### config.mk
export PLATFORM = sky130hd
export DESIGN_NAME = vga_pixel_feeder
export DESIGN_NICKNAME = d
export VERILOG_FILES = /design/src/rtl/vga_feeder_pkg.sv /design/src/rtl/vga_feeder_fifo.sv /design/src/rtl/vga_pixel_feeder.sv
export SDC_FILE = /design/constraint.sdc
export NUM_CORES = 1
export LEC_CHECK = 0
export ABC_AREA = 0
export BUFFER_PORTS_ARGS = -buffer_cell sky130_fd_sc_hd__buf_2
export CORE_ASPECT_RATIO = 0.9
export CORE_MARGIN = 4
export CORE_UTILIZATION = 54
export DETAILED_ROUTE_END_ITERATION = 12
export GPL_TIMING_DRIVEN = 0
export PLACE_DENSITY = 0.82
export SLEW_MARGIN = 0
export SYNTH_ARGS = -nofsm -noshare
export SYNTH_HDL_FRONTEND = slang
export SYNTH_SLANG_ARGS = --single-unit
export TNS_END_PERCENT = 100
### constraint.sdc
create_clock -name S_AXI_ACLK -period 4.65 [get_ports S_AXI_ACLK]
set_input_delay 1.1625 -clock S_AXI_ACLK [delete_from_list [all_inputs] [get_ports S_AXI_ACLK]]
set_output_delay 1.1625 -clock S_AXI_ACLK [all_outputs]
set_load 0.01 [all_outputs]
### src/rtl/vga_feeder_pkg.sv
// +--------------------------------------------------------------------+
// | vga_feeder_pkg : register map, response codes and pixel format    |
// | Rev 1.0                                                            |
// +--------------------------------------------------------------------+
`default_nettype none

package vga_feeder_pkg;

  localparam logic [3:0] REG_DATA   = 4'h0;
  localparam logic [3:0] REG_STATUS = 4'h4;
  localparam logic [3:0] REG_CTRL   = 4'h8;
  localparam logic [3:0] REG_UFLOW  = 4'hC;

  localparam logic [1:0] RESP_OKAY   = 2'b00;
  localparam logic [1:0] RESP_SLVERR = 2'b10;

  localparam int PIX_W   = 16;
  localparam int RED_W   = 5;
  localparam int GREEN_W = 6;
  localparam int BLUE_W  = 5;

endpackage

`default_nettype wire

### src/rtl/vga_feeder_fifo.sv
// +--------------------------------------------------------------------+
// | vga_feeder_fifo : synchronous word FIFO with flush and level      |
// | Rev 1.0                                                            |
// +--------------------------------------------------------------------+
`default_nettype none

module vga_feeder_fifo #(
  parameter int WIDTH = 32,
  parameter int DEPTH = 16,
  parameter int AW    = $clog2(DEPTH)
) (
  input  logic             clk,
  input  logic             rst_n,
  input  logic             flush,
  input  logic             push,
  input  logic [WIDTH-1:0] din,
  input  logic             pop,
  output logic [WIDTH-1:0] dout,
  output logic             full,
  output logic             empty,
  output logic [AW:0]      level
);

  logic [WIDTH-1:0] r_mem [DEPTH];
  logic [AW:0]      r_wr_ptr;
  logic [AW:0]      r_rd_ptr;
  logic             w_push_ok;
  logic             w_pop_ok;

  // Extra MSB on each pointer distinguishes full from empty after wrap.
  assign full      = (r_wr_ptr[AW] != r_rd_ptr[AW]) && (r_wr_ptr[AW-1:0] == r_rd_ptr[AW-1:0]);
  assign empty     = (r_wr_ptr == r_rd_ptr);
  assign level     = r_wr_ptr - r_rd_ptr;
  assign dout      = r_mem[r_rd_ptr[AW-1:0]];
  assign w_push_ok = push & ~full;
  assign w_pop_ok  = pop & ~empty;

  always_ff @(posedge clk) begin
    if (w_push_ok && !flush) r_mem[r_wr_ptr[AW-1:0]] <= din;
  end

  always_ff @(posedge clk or negedge rst_n) begin
    if (!rst_n) begin
      r_wr_ptr <= '0;
      r_rd_ptr <= '0;
    end else if (flush) begin
      r_wr_ptr <= '0;
      r_rd_ptr <= '0;
    end else begin
      if (w_push_ok) r_wr_ptr <= r_wr_ptr + 1'b1;
      if (w_pop_ok)  r_rd_ptr <= r_rd_ptr + 1'b1;
    end
  end

endmodule

`default_nettype wire

### src/rtl/vga_pixel_feeder.sv
// +--------------------------------------------------------------------+
// | vga_pixel_feeder : AXI4-Lite to RGB565 pixel stream feeder         |
// | Optional underflow counter: VGA_FEEDER_UFLOW_CNT_EN. Rev 1.0       |
// +--------------------------------------------------------------------+
`default_nettype none

module vga_pixel_feeder
  import vga_feeder_pkg::*;
#(
  parameter int C_S_AXI_DATA_WIDTH = 32,
  parameter int C_S_AXI_ADDR_WIDTH = 32,
  parameter int C_FIFO_DEPTH       = 16
) (
  input  logic                          S_AXI_ACLK,
  input  logic                          S_AXI_ARESETN,
  input  logic [C_S_AXI_ADDR_WIDTH-1:0] S_AXI_AWADDR,
  input  logic                          S_AXI_AWVALID,
  output logic                          S_AXI_AWREADY,
  input  logic [C_S_AXI_DATA_WIDTH-1:0] S_AXI_WDATA,
  input  logic [3:0]                    S_AXI_WSTRB,
  input  logic                          S_AXI_WVALID,
  output logic                          S_AXI_WREADY,
  output logic [1:0]                    S_AXI_BRESP,
  output logic                          S_AXI_BVALID,
  input  logic                          S_AXI_BREADY,
  input  logic [C_S_AXI_ADDR_WIDTH-1:0] S_AXI_ARADDR,
  input  logic                          S_AXI_ARVALID,
  output logic                          S_AXI_ARREADY,
  output logic [C_S_AXI_DATA_WIDTH-1:0] S_AXI_RDATA,
  output logic [1:0]                    S_AXI_RRESP,
  output logic                          S_AXI_RVALID,
  input  logic                          S_AXI_RREADY,
  output logic [PIX_W-1:0]              pix_data,
  output logic                          pix_valid,
  input  logic                          pix_ready
);

  localparam int FIFO_AW = $clog2(C_FIFO_DEPTH);

  logic                          r_awready, r_bvalid, r_arready, r_rvalid;
  logic [1:0]                    r_bresp;
  logic [C_S_AXI_DATA_WIDTH-1:0] r_rdata;
  logic                          r_enable, r_overflow;
  logic [C_S_AXI_DATA_WIDTH-1:0] r_word;
  logic                          r_loaded, r_phase;

  logic [3:0]                    w_aw_off, w_ar_off;
  logic                          w_wr, w_rd, w_flush, w_push_req, w_push, w_load, w_pix_hs;
  logic                          w_full, w_empty;
  logic [FIFO_AW:0]              w_level;
  logic [8:0]                    w_level_ext;
  logic [7:0]                    w_level8;
  logic [C_S_AXI_DATA_WIDTH-1:0] w_fifo_dout, w_uflow, w_rd_mux;
  logic                          w_unused;

  assign w_aw_off   = {S_AXI_AWADDR[3:2], 2'b00};
  assign w_ar_off   = {S_AXI_ARADDR[3:2], 2'b00};
  assign w_wr       = r_awready & S_AXI_AWVALID & S_AXI_WVALID;
  assign w_rd       = r_arready & S_AXI_ARVALID;
  assign w_flush    = w_wr & (w_aw_off == REG_CTRL) & S_AXI_WDATA[1];
  assign w_push_req = w_wr & (w_aw_off == REG_DATA);
  assign w_push     = w_push_req & ~w_full & ~w_flush;
  assign w_pix_hs   = pix_valid & pix_ready;
  // Refill when idle, or as the upper half is consumed, so a non-empty FIFO streams bubble-free.
  assign w_load     = r_enable & ~w_empty & ~w_flush & (~r_loaded | (w_pix_hs & r_phase));

  assign S_AXI_AWREADY = r_awready;
  assign S_AXI_WREADY  = r_awready;
  assign S_AXI_BVALID  = r_bvalid;
  assign S_AXI_BRESP   = r_bresp;
  assign S_AXI_ARREADY = r_arready;
  assign S_AXI_RVALID  = r_rvalid;
  assign S_AXI_RDATA   = r_rdata;
  assign S_AXI_RRESP   = RESP_OKAY;
  assign pix_valid     = r_enable & r_loaded;
  assign pix_data      = r_phase ? r_word[2*PIX_W-1:PIX_W] : r_word[PIX_W-1:0];

  assign w_unused = &{1'b0, S_AXI_AWADDR[C_S_AXI_ADDR_WIDTH-1:4], S_AXI_AWADDR[1:0],
                      S_AXI_ARADDR[C_S_AXI_ADDR_WIDTH-1:4], S_AXI_ARADDR[1:0], S_AXI_WSTRB};

  vga_feeder_fifo #(
    .WIDTH (C_S_AXI_DATA_WIDTH),
    .DEPTH (C_FIFO_DEPTH),
    .AW    (FIFO_AW)
  ) u_fifo (
    .clk   (S_AXI_ACLK),
    .rst_n (S_AXI_ARESETN),
    .flush (w_flush),
    .push  (w_push),
    .din   (S_AXI_WDATA),
    .pop   (w_load),
    .dout  (w_fifo_dout),
    .full  (w_full),
    .empty (w_empty),
    .level (w_level)
  );

  // Level field is 8 bits wide; a 256-deep FIFO saturates it when full.
  assign w_level_ext = 9'(w_level);
  assign w_level8    = w_level_ext[8] ? 8'hFF : w_level_ext[7:0];

`ifdef VGA_FEEDER_UFLOW_CNT_EN
  logic [15:0] r_uflow;

  always_ff @(posedge S_AXI_ACLK or negedge S_AXI_ARESETN) begin
    if (!S_AXI_ARESETN)                                             r_uflow <= '0;
    else if (w_flush)                                               r_uflow <= '0;
    else if (r_enable && pix_ready && !pix_valid && r_uflow != 16'hFFFF) r_uflow <= r_uflow + 16'd1;
  end

  assign w_uflow = C_S_AXI_DATA_WIDTH'(r_uflow);
`else
  assign w_uflow = '0;
`endif

  always_comb begin
    w_rd_mux = '0;
    case (w_ar_off)
      REG_STATUS: w_rd_mux = {16'h0, w_level8, 5'h0, r_overflow, w_full, w_empty};
      REG_CTRL:   w_rd_mux = {{(C_S_AXI_DATA_WIDTH-1){1'b0}}, r_enable};
      REG_UFLOW:  w_rd_mux = w_uflow;
      default:    w_rd_mux = '0;
    endcase
  end

  always_ff @(posedge S_AXI_ACLK or negedge S_AXI_ARESETN) begin
    if (!S_AXI_ARESETN) begin
      r_awready  <= 1'b0;
      r_bvalid   <= 1'b0;
      r_bresp    <= RESP_OKAY;
      r_arready  <= 1'b0;
      r_rvalid   <= 1'b0;
      r_rdata    <= '0;
      r_enable   <= 1'b0;
      r_overflow <= 1'b0;
    end else begin
      r_awready <= ~r_awready & S_AXI_AWVALID & S_AXI_WVALID & ~r_bvalid;
      if (w_wr) begin
        r_bvalid <= 1'b1;
        r_bresp  <= (w_push_req && w_full && !w_flush) ? RESP_SLVERR : RESP_OKAY;
      end else if (S_AXI_BREADY) begin
        r_bvalid <= 1'b0;
      end
      if (w_wr && w_aw_off == REG_CTRL) r_enable <= S_AXI_WDATA[0];
      if (w_flush)                      r_overflow <= 1'b0;
      else if (w_push_req && w_full)    r_overflow <= 1'b1;

      r_arready <= ~r_arready & S_AXI_ARVALID & ~r_rvalid;
      if (w_rd) begin
        r_rvalid <= 1'b1;
        r_rdata  <= w_rd_mux;
      end else if (S_AXI_RREADY) begin
        r_rvalid <= 1'b0;
      end
    end
  end

  always_ff @(posedge S_AXI_ACLK or negedge S_AXI_ARESETN) begin
    if (!S_AXI_ARESETN) begin
      r_word   <= '0;
      r_loaded <= 1'b0;
      r_phase  <= 1'b0;
    end else if (w_flush) begin
      r_word   <= '0;
      r_loaded <= 1'b0;
      r_phase  <= 1'b0;
    end else if (w_load) begin
      r_word   <= w_fifo_dout;
      r_loaded <= 1'b1;
      r_phase  <= 1'b0;
    end else if (w_pix_hs) begin
      r_loaded <= ~r_phase;
      r_phase  <= ~r_phase;
    end
  end

endmodule

`default_nettype wire

==> results list, run 1 <==
- Measured against its own limit, the worst slew margin works out to 26.16%.
- Tracing the worst setup path back leads to its startpoint at u_fifo.r_rd_ptr[1].
* Total gr overflow: 0
- Die boundary height: 202.2 um
- Fraction of layout instances using a drive strength above 1: 29.67%
- Clock skew after layout: 20.75 ps
* Final period utilization: 96.06%
- Number of rows in the core area: 70
- Buffers placed on the I/O ports in this run total 74.
- Area occupied by registers: 16850 sq um
- Worst Path Max Fanout: 18
- Pins Over Slew Limit: 0
- After synthesis, the largest family of logic cells by area is multiplexers.
* Largest net degree at the start of global routing: 60
* Primary FF master, synth: sky130_fd_sc_hd__edfxtp_1
- The average instance in the mapped netlist occupies 20.40 sq um.
- The die covers 45230 sq um.
- Final Core Density: 63.56%
* Dpl hpwl: 33790 um
- On the final layout, the worst hold slack is 455.7 ps.
- Post-cts resize count: 0
- Cell depth of the worst flop-to-flop path: 9
- Post-synth EDFFs: 512
- Count of hold-fix buffers inserted at cts: 0
* Combined area of the multi-input logic cells: 5386 sq um
* Post-CTS Setup Bufs: 0
- RSZ-0062 raised after global routing: false
* Clock latency on the worst-skew pair: 590 ps
- In the routed layout, each cell is associated on average with a via count of 6.472.
- Global routing consumed, over all layers together, 24.03% of the routing resources.
- The synthesized netlist devotes 2.345% of its cell area to compound gates.
* WL/cell: 29.16 um
- Clock Tree Root: sky130_fd_sc_hd__clkbuf_16
- STA classifies the critical path startpoint as a flop.
* Post-synth cell types: 49
- Data arrives at the worst endpoint at 4740 ps.
- Fmax achieved: 223.9 MHz
* Clock H-tree levels: 2
- Routed vias: 12090
* Status: complete, no violations
- For this run, the detailed router's first-pass iteration total came to 6.
- After synthesis, the share of flip-flops with an asynchronous set or reset is 10.33%.
* Number of maximum-capacitance constraint violations: 0
- Initial cell density of the core: 55.19%
- The worst hold path belongs to the class flop to flop.
* Number of nets still failing antenna checks after routing: 0
- Total clock buffers created by CTS: 53
- End of the critical path: u_fifo.r_mem[6][31]
- Global-route wire length before repair: 80640 um
- After synthesis the cells add up to 22620 sq um.
- In the final design database the tool counted 1406 nets.
- After filler insertion, the fill cell instance count of the layout stands at 2641.
* Area delta synth->final: 15.18%
- The number of hold-slack violations in the final timing report came to 0.
* Capture point of the worst reg-to-reg path: u_fifo.r_mem[6][31]
- Setup slack on the worst flop-to-flop path: 180 ps
- Critical path type: flop to flop
* Number of warning messages in the yosys log: 0
- Summing the areas of all fa, ha and maj instances in the mapped netlist gives 0.6969% of the synthesized area.
* Number of global-route vias before repair: 12220
* Total length of routed wires: 54470 um
- Floorplan core area: 40990 sq um
- Summing the sequential cell areas from Yosys gives 74.50% of the chip area.
- Setup violations remaining at the end of the flow were counted as 0.
- Mux share of post-synthesis cell area: 16.42%
- Clock-pin slew was measured on the worst setup and hold paths at 60 ps.
- The worst register-to-register path begins at u_fifo.r_rd_ptr[1].
* Synth Area in XOR/XNOR: 0.2655%
* Simple-Gate Fraction of Synth Area: 3.070%
* Endpoint kind of the worst setup timing path: flop
- At the worst endpoint, the required time is 4930 ps.
- Number of antenna violations at the first check in global routing: 3
- Across the VDD grid, the largest voltage drop is 0.3749 mV.
- The first routing iteration left 1600 violations.
* Number of instances in the synthesized netlist: 1109
- Pin placement for this block handled 166 I/O pins.
- Actual slew at the worst max-slew pin: 1106 ps
- Die outline width: 223.7 um
- TritonCTS built the clock tree.
* Antenna cells: 0
- Placer Congestion: 0.8618
* Number of buffers between clock root and the deepest sink: 3
- The synthesized design contains 571 register bits.
* Total Power: 13860 uW
- Power spread over the standard cell area amounts to 531.9 nW/um^2.
- Minimum clock period: 4467 ps
- The analysis attributes to cell leakage a power of 0.009204 uW.
- The clock drives 571 sinks.
- Number of design rule violations left after detail routing: 0
==> per-stage QoR <==
step	cell area [sq um]	setup slack [ps]	TNS, ps	cells
finish	26050	183.1	0	1868
global route	26050	54.63	0	1868
CTS	26050	309.5	0	1868
detailed placement	24340	363.2	0	1771
global placement	23780	-2885	-675110	1749
floorplan	22730	87.44	0	1135
==> cell families after synthesis <==
logic type                 count (synthesis)
DFF                                      571
muxes                                    209
and+or+nand+nor                          141
buffers and inverters                     99
AOI/OAI and AO/OA                         70
adders and majority gates                 12
xor gates and xnor gates                   6
other                                      1
==> cell usage in the layout, fill, tap and decap left out, types with 3 or more instances in the layout <==
cell                        Yosys  layout
sky130_fd_sc_hd__nor3_1        70      66
sky130_fd_sc_hd__nand3_1        8       8
sky130_fd_sc_hd__nor3_4         0       3
sky130_fd_sc_hd__buf_12         0      12
sky130_fd_sc_hd__o21a_1         4       4
sky130_fd_sc_hd__nor2_4         0      12
sky130_fd_sc_hd__buf_16         0       6
sky130_fd_sc_hd__or3_1          3       3
sky130_fd_sc_hd__clkinv_2       0       6
sky130_fd_sc_hd__mux2_2        16      16
sky130_fd_sc_hd__clkbuf_16      0      55
sky130_fd_sc_hd__buf_4         28      29
sky130_fd_sc_hd__xnor2_1        3       3
sky130_fd_sc_hd__nor2_1        19       7
sky130_fd_sc_hd__inv_1         10      10
sky130_fd_sc_hd__buf_1          5       5
sky130_fd_sc_hd__dfrtp_1       59      59
sky130_fd_sc_hd__buf_2         22      95
sky130_fd_sc_hd__clkbuf_8       0       3
sky130_fd_sc_hd__conb_1         1      27
sky130_fd_sc_hd__a211o_1       32      32
sky130_fd_sc_hd__edfxtp_1     512     512
sky130_fd_sc_hd__clkbuf_1      20      39
sky130_fd_sc_hd__clkinv_1       0       8
sky130_fd_sc_hd__mux4_2       128     128
sky130_fd_sc_hd__mux2i_1       65      65
sky130_fd_sc_hd__a21oi_1        4       4
sky130_fd_sc_hd__buf_6         14      18
sky130_fd_sc_hd__o31ai_1        3       3
sky130_fd_sc_hd__o21ai_0       14      14
sky130_fd_sc_hd__nand2b_1       5       5
sky130_fd_sc_hd__ha_1          11      11
sky130_fd_sc_hd__nand2_1       23      23
sky130_fd_sc_hd__bufinv_16      0       5
==> layout make-up <==
| type | count | share of cell area (%) |
|---|---|---|
| Clock buffer | 77 | 5.715 |
| Buffer | 89 | 2.195 |
| Tap cell | 540 | 2.593 |
| Multi-Input combinational cell | 465 | 20.67 |
| Timing Repair Buffer | 96 | 3.160 |
| Clock inverter | 20 | 0.8404 |
| Sequential cell | 571 | 64.68 |
| Inverter | 10 | 0.1441 |
==> worst max-delay path: stages, from the launching register on <==
cell and delay [ps]:
sky130_fd_sc_hd__dfrtp_1 470, sky130_fd_sc_hd__inv_1 140, sky130_fd_sc_hd__buf_2 330, sky130_fd_sc_hd__buf_2 470, sky130_fd_sc_hd__ha_1 340, sky130_fd_sc_hd__and4_1 230
sky130_fd_sc_hd__a211oi_1 710, sky130_fd_sc_hd__nand2_1 440, sky130_fd_sc_hd__nor2_4 680, sky130_fd_sc_hd__buf_12 280
==> how the worst min path moves through the flow <==
stage               depth (start not counted)  slack (ps)            end           from
detailed placement                          1         450  S_AXI_AWREADY   S_AXI_BVALID
floorplan                                   1         450     r_word[16]     r_word[16]
CTS                                         1         460  S_AXI_ARREADY   S_AXI_RVALID
finish                                      1         460  S_AXI_ARREADY   S_AXI_RVALID
global placement                            1         440  S_AXI_ARREADY   S_AXI_RVALID
global route                                1         480  S_AXI_ARREADY  S_AXI_ARREADY
==> cells in the mapped netlist, types with 3 or more instances <==
master | instances | area, sq um
sky130_fd_sc_hd__a21oi_1 | 4 | 20.02
sky130_fd_sc_hd__buf_4 | 28 | 210.2
sky130_fd_sc_hd__inv_1 | 10 | 37.54
sky130_fd_sc_hd__nand2_1 | 23 | 86.33
sky130_fd_sc_hd__o21a_1 | 4 | 30.03
sky130_fd_sc_hd__buf_1 | 5 | 18.77
sky130_fd_sc_hd__nor3_1 | 70 | 350.3
sky130_fd_sc_hd__nand2b_1 | 5 | 31.28
sky130_fd_sc_hd__ha_1 | 11 | 137.6
sky130_fd_sc_hd__clkbuf_1 | 20 | 75.07
sky130_fd_sc_hd__o31ai_1 | 3 | 22.52
sky130_fd_sc_hd__mux4_2 | 128 | 2883
sky130_fd_sc_hd__buf_2 | 22 | 110.1
sky130_fd_sc_hd__xnor2_1 | 3 | 26.28
sky130_fd_sc_hd__nor2_1 | 19 | 71.32
sky130_fd_sc_hd__edfxtp_1 | 512 | 15370
sky130_fd_sc_hd__nand3_1 | 8 | 40.04
sky130_fd_sc_hd__o21ai_0 | 14 | 70.07
sky130_fd_sc_hd__mux2i_1 | 65 | 650.6
sky130_fd_sc_hd__buf_6 | 14 | 157.7
sky130_fd_sc_hd__or3_1 | 3 | 18.77
sky130_fd_sc_hd__dfrtp_1 | 59 | 1476
sky130_fd_sc_hd__a211o_1 | 32 | 280.3
sky130_fd_sc_hd__mux2_2 | 16 | 180.2
==> sequential cells by signal (all words and copies together) (netlist names) <==
register / flops
r_loaded: 1
r_enable: 1
r_phase: 1
S_AXI_RVALID: 1
r_word: 32
S_AXI_BRESP: 1
S_AXI_AWREADY: 1
S_AXI_ARREADY: 1
u_fifo.r_rd_ptr: 5
S_AXI_BVALID: 1
S_AXI_RDATA: 8
r_overflow: 1
u_fifo.r_mem: 512
u_fifo.r_wr_ptr: 5
==> report_power, final <==
group | internal, uW | switching [uW] | leakage (uW)
clock | 2490 | 1790 | 0.000833
combinational | 1630 | 2030 | 0.00301
sequential | 5750 | 167 | 0.00536
==> metal layers <==
layer	global-route usage (%)	up-vias	share of wire, %
met5	0	-	0.070
met1	33.24	6188	37
met4	7.704	6	3.3
li1	-	4849	-
met2	38.80	887	49
met3	5.446	159	11
No activity file was read; power rests on OpenSTA's default activity.
==> run 2: changes to the inputs <==
PLACE_DENSITY = 0.81   (was 0.82)
SYNTH_HIERARCHICAL = 1   (was not set)
==> results list, run 2 <==
- Status: complete, no violations
* Pins Over Slew Limit: 0 (unchanged)
- Total leakage power: 0.009380 uW (+1.9%)
- Die outline width: 226.1 um (+1.0%)
* Floorplan core area: 42020 sq um (+2.5%)
* Area of the die: 46170 sq um (+2.1%)
* Number of buffers between clock root and the deepest sink: 3 (unchanged)
- The count of flip-flops with a built-in enable after synthesis came to 512 (unchanged).
- Cell Count Post-Placement: 1966 (+11%)
- Async set-reset flop share out of synthesis: 10.33% (unchanged)
* Clock Tree Root: sky130_fd_sc_hd__clkbuf_16
* CP Data Arrival Time: 4720 ps (-20 ps)
- Total clock buffers created by CTS: 52 (-1.9%)
* Top cells by count, synth: sky130_fd_sc_hd__edfxtp_1 (512), sky130_fd_sc_hd__mux2i_1 (130), sky130_fd_sc_hd__a22oi_1 (97)
- Clock tree from TritonCTS: done
* Routed vias/inst: 6.385 (-1.3%)
- Combined area of the multi-input logic cells: 5761 sq um (+6.9%)
- The final design utilization was 63.85% (+0.29 points).
- The share of power burned in the clock network came to 28.5% (-2.4 points).
- Top-level port count: 166 (unchanged)
- Commonest non-fill, non-tap cell in the layout: sky130_fd_sc_hd__edfxtp_1
- The aggregate routed wire length is 56840 um (+4.4%).
* WL/cell: 27.30 um (-6.4%)
* Register bit total from synthesis: 571 (unchanged)
- Initial cell density of the core: 55.00% (-0.19 points)
- The total of buffers placed on input and output ports is 74 (unchanged).
- Routed vias: 13290 (+10%)
* Total Power: 14590 uW (+5.2%)
- Number of nets still failing antenna checks after routing: 0 (unchanged)
- Dpl hpwl: 35570 um (+5.3%)
* Net count reported at finish: 1610 (+15%)
- Startpoint types: flop
- The number of instances in the synthesized netlist is 1299 (+17%).
- The final critical path time including I/O delays and setup was 4451 ps (-16.41 ps).
- Cell internal pwr: 9875 uW (about the same)
- Share of synthesized area occupied by flip-flops and latches: 72.92% (-1.6 points)
- In the layout the commonest cells are sky130_fd_sc_hd__edfxtp_1 (512), sky130_fd_sc_hd__mux2i_1 (130), sky130_fd_sc_hd__a22oi_1 (97).
- Fmax achieved: 224.7 MHz (+0.37%)
* Total gr overflow: 0 (unchanged)
- Setup repair after global routing left no endpoint under its margin.
* Sw Share: 32.30% (+3.5 points)
- The total net switching power came to 4711 uW (+18%).
- Largest net degree at the start of global routing: 60 (unchanged)
* Number of global-route vias before repair: 12980 (+6.2%)
- The largest vdd supply drop came to 0.3645 mV (-2.8%).
* Global-route wire length before repair: 84430 um (+4.7%)
- Power density relative to cell area: 543.7 nW/um^2 (+2.2%)
- Count of hold-fix buffers inserted at cts: 0 (unchanged)
* Post-synth cell types: 51 (+4.1%)
* Fraction of layout instances using a drive strength above 1: 25.00% (-4.7 points)
- Setup-violating endpoint count in the final report: 0 (unchanged)
- Clock latency on the worst-skew pair: 580 ps (about the same)
- Final period utilization: 95.71% (-0.35 points)
- The actual transition at the worst max-transition pin was 1028 ps (-78.36 ps).
- The total standard cell area after synthesis came to 23110 sq um (+2.2%).
- Total count of hold-check failures in the final report: 0 (unchanged)
- Final-layout fill cell count: 2746 (+4.0%)
- Combinational cell fraction of total power: 31.1% (+4.7 points)
* Placed cell area: 24900 sq um (+2.3%)
* Endpoint kind of the worst setup timing path: flop
- Clock skew after layout: 27.66 ps (+6.910 ps)
- The area share of the largest cell type after synthesis is 66.53% (-1.4 points).
- The relative contribution of sequential cells to total power is 40.5% (-2.2 points).
- Clock H-tree levels: 2 (unchanged)
- The register cell area after layout was 16850 sq um (about the same).
* Critical path type: flop to flop
* Cell types with the largest area share after synthesis: sky130_fd_sc_hd__edfxtp_1 (67%), sky130_fd_sc_hd__dfrtp_1 (6.4%), sky130_fd_sc_hd__mux4_2 (6.2%)
* Max FFs per register: 512 (unchanged)
- Number of design rule violations left after detail routing: 0 (unchanged)
- Number of warning messages in the yosys log: 6 (+6)
* Clock input transition at the sequential cells of the worst setup and hold paths: 70 ps (about the same)
* Area delta synth->final: 16.10%
- The average footprint of a synthesized cell came to 17.79 sq um (-13%).
- The count of non-filler cells in the finished layout came to 2082 (+11%).
* Post-route cell area: 26830 sq um (+3.0%)
- sky130_fd_sc_hd__edfxtp_1 is the most common cell in the netlist.
- Primary FF master, synth: sky130_fd_sc_hd__edfxtp_1
* Number of rows in the core area: 71 (+1.4%)
- The total number of clock tree sinks was 571 (unchanged).
* Worst Path Max Fanout: 19 (+1)
- The floorplan die height was 204.3 um (+1.0%).
- Synth area leader: sky130_fd_sc_hd__edfxtp_1
- The max-slew headroom at the worst pin is 31.46% (+5.3 points).
- The total global-route track usage came to 24.67% (+0.63 points).
- Type of the tightest min-delay check: flop to flop
* Required @ worst endpoint: 4920 ps (about the same)
* Number of antenna violations at the first check in global routing: 4 (+1)
- Initial detailed-routing violation count: 2082 (+30%)
- The worst-case hold slack was 451.0 ps (-4.760 ps).
- The number of max-cap violations came to 0 (unchanged).
* Count of TritonRoute iterations in the first routing pass: 6 (unchanged)
- Placer Congestion: 0.8209 (-4.7%)
run 2: cell count changes in the layout (fill, tap and decap cells not counted), sizes merged, moves of 13 or more:
cell / change
buf: +18
mux4: -64
a22oi: +97
mux2i: +65
clkinv: +13
nand3: +28
a21oi: +36
nor3: -62
o21ai: +31
or3b: +32
nand2: +34
a211o: -32
run 2: kinds of logic after synthesis:
kind of cell,synth area share (%)
flops,72.92
mux,12.65
compound gates,5.804
simple gates,4.153
buf+inv,3.292
fa+ha+maj,0.6822
xor+xnor,0.4873
other cells,0.01623
run 2: stage by stage:
step                setup TNS [ps]  setup WS, ps
global placement          -1012530         -2250
detailed placement         -191030        -656.1
finish                           0         199.5
global route                     0         67.56
floorplan                        0         332.2
CTS                          -2195        -101.3
run 2: worst paths after layout:
check / cells past startpoint / slack, ps / start / to
min reg2reg: 1 / 450 / S_AXI_ARREADY / S_AXI_ARREADY
min: 1 / 450 / S_AXI_ARREADY / S_AXI_ARREADY
max in group asynchronous: 1 / 3490 / S_AXI_ARESETN / r_word[6]
max reg2reg: 11 / 200 / u_fifo/r_rd_ptr[3] / u_fifo/r_mem[12][11]
max: 11 / 200 / u_fifo/r_rd_ptr[3] / u_fifo/r_mem[12][11]
min in group asynchronous: 1 / 640 / S_AXI_ARESETN / S_AXI_RDATA[1]
run 2: power groups by stage:
stage,Clock (uW),Combinational [uW],Sequential (uW)
after floorplan,0,2930,5960
after global routing,4430,4790,5920
final,4150,4530,5900
after CTS,4190,4430,5900
after global placement,0,4230,5980
after detailed placement,0,4370,6000
run 2: area by class of cell:
class                   instances  area share [%]
clock buffers                  62           5.069
flip-flops and latches        571           62.81
repair buffers                110           4.141
clock inverters                34           1.101
well taps                     547           2.551
multi-input cells             636           21.47
diodes                          3         0.02798
inverters                      15          0.2099
plain buffers                 104           2.616
run 2: per-layer routing:
| layer | share of wire, % | vias up | wire, um | track usage, % |
|---|---|---|---|---|
| met1 | 38 | 6714 | 21600 | 35.45 |
| li1 | - | 5474 | - | - |
| met3 | 12 | 158 | 6992 | 6.132 |
| met2 | 46 | 943 | 26110 | 37.69 |
| met5 | 0.042 | - | 24 | 0 |
| met4 | 3.7 | 4 | 2118 | 8.109 |
run 2: repair_timing:
| action | in CTS | in global routing |
|---|---|---|
| endpoints found under the setup margin | 512 | 498 |
| buffers inserted | 16 | 0 |
| gates resized for setup | 3 | 3 |
| gates cloned | 2 | 0 |
| pin swaps | 10 | 0 |
run 2: critical path: stages (launching register included):
cell,delay (ps)
sky130_fd_sc_hd__dfrtp_2,600
sky130_fd_sc_hd__buf_2,370
sky130_fd_sc_hd__inv_1,140
sky130_fd_sc_hd__ha_1,350
sky130_fd_sc_hd__nand4_1,300
sky130_fd_sc_hd__nor2_1,150
sky130_fd_sc_hd__nor3_1,480
sky130_fd_sc_hd__inv_1,140
sky130_fd_sc_hd__a211oi_2,380
sky130_fd_sc_hd__nand2_1,360
sky130_fd_sc_hd__nor2_4,590
sky130_fd_sc_hd__buf_16,250
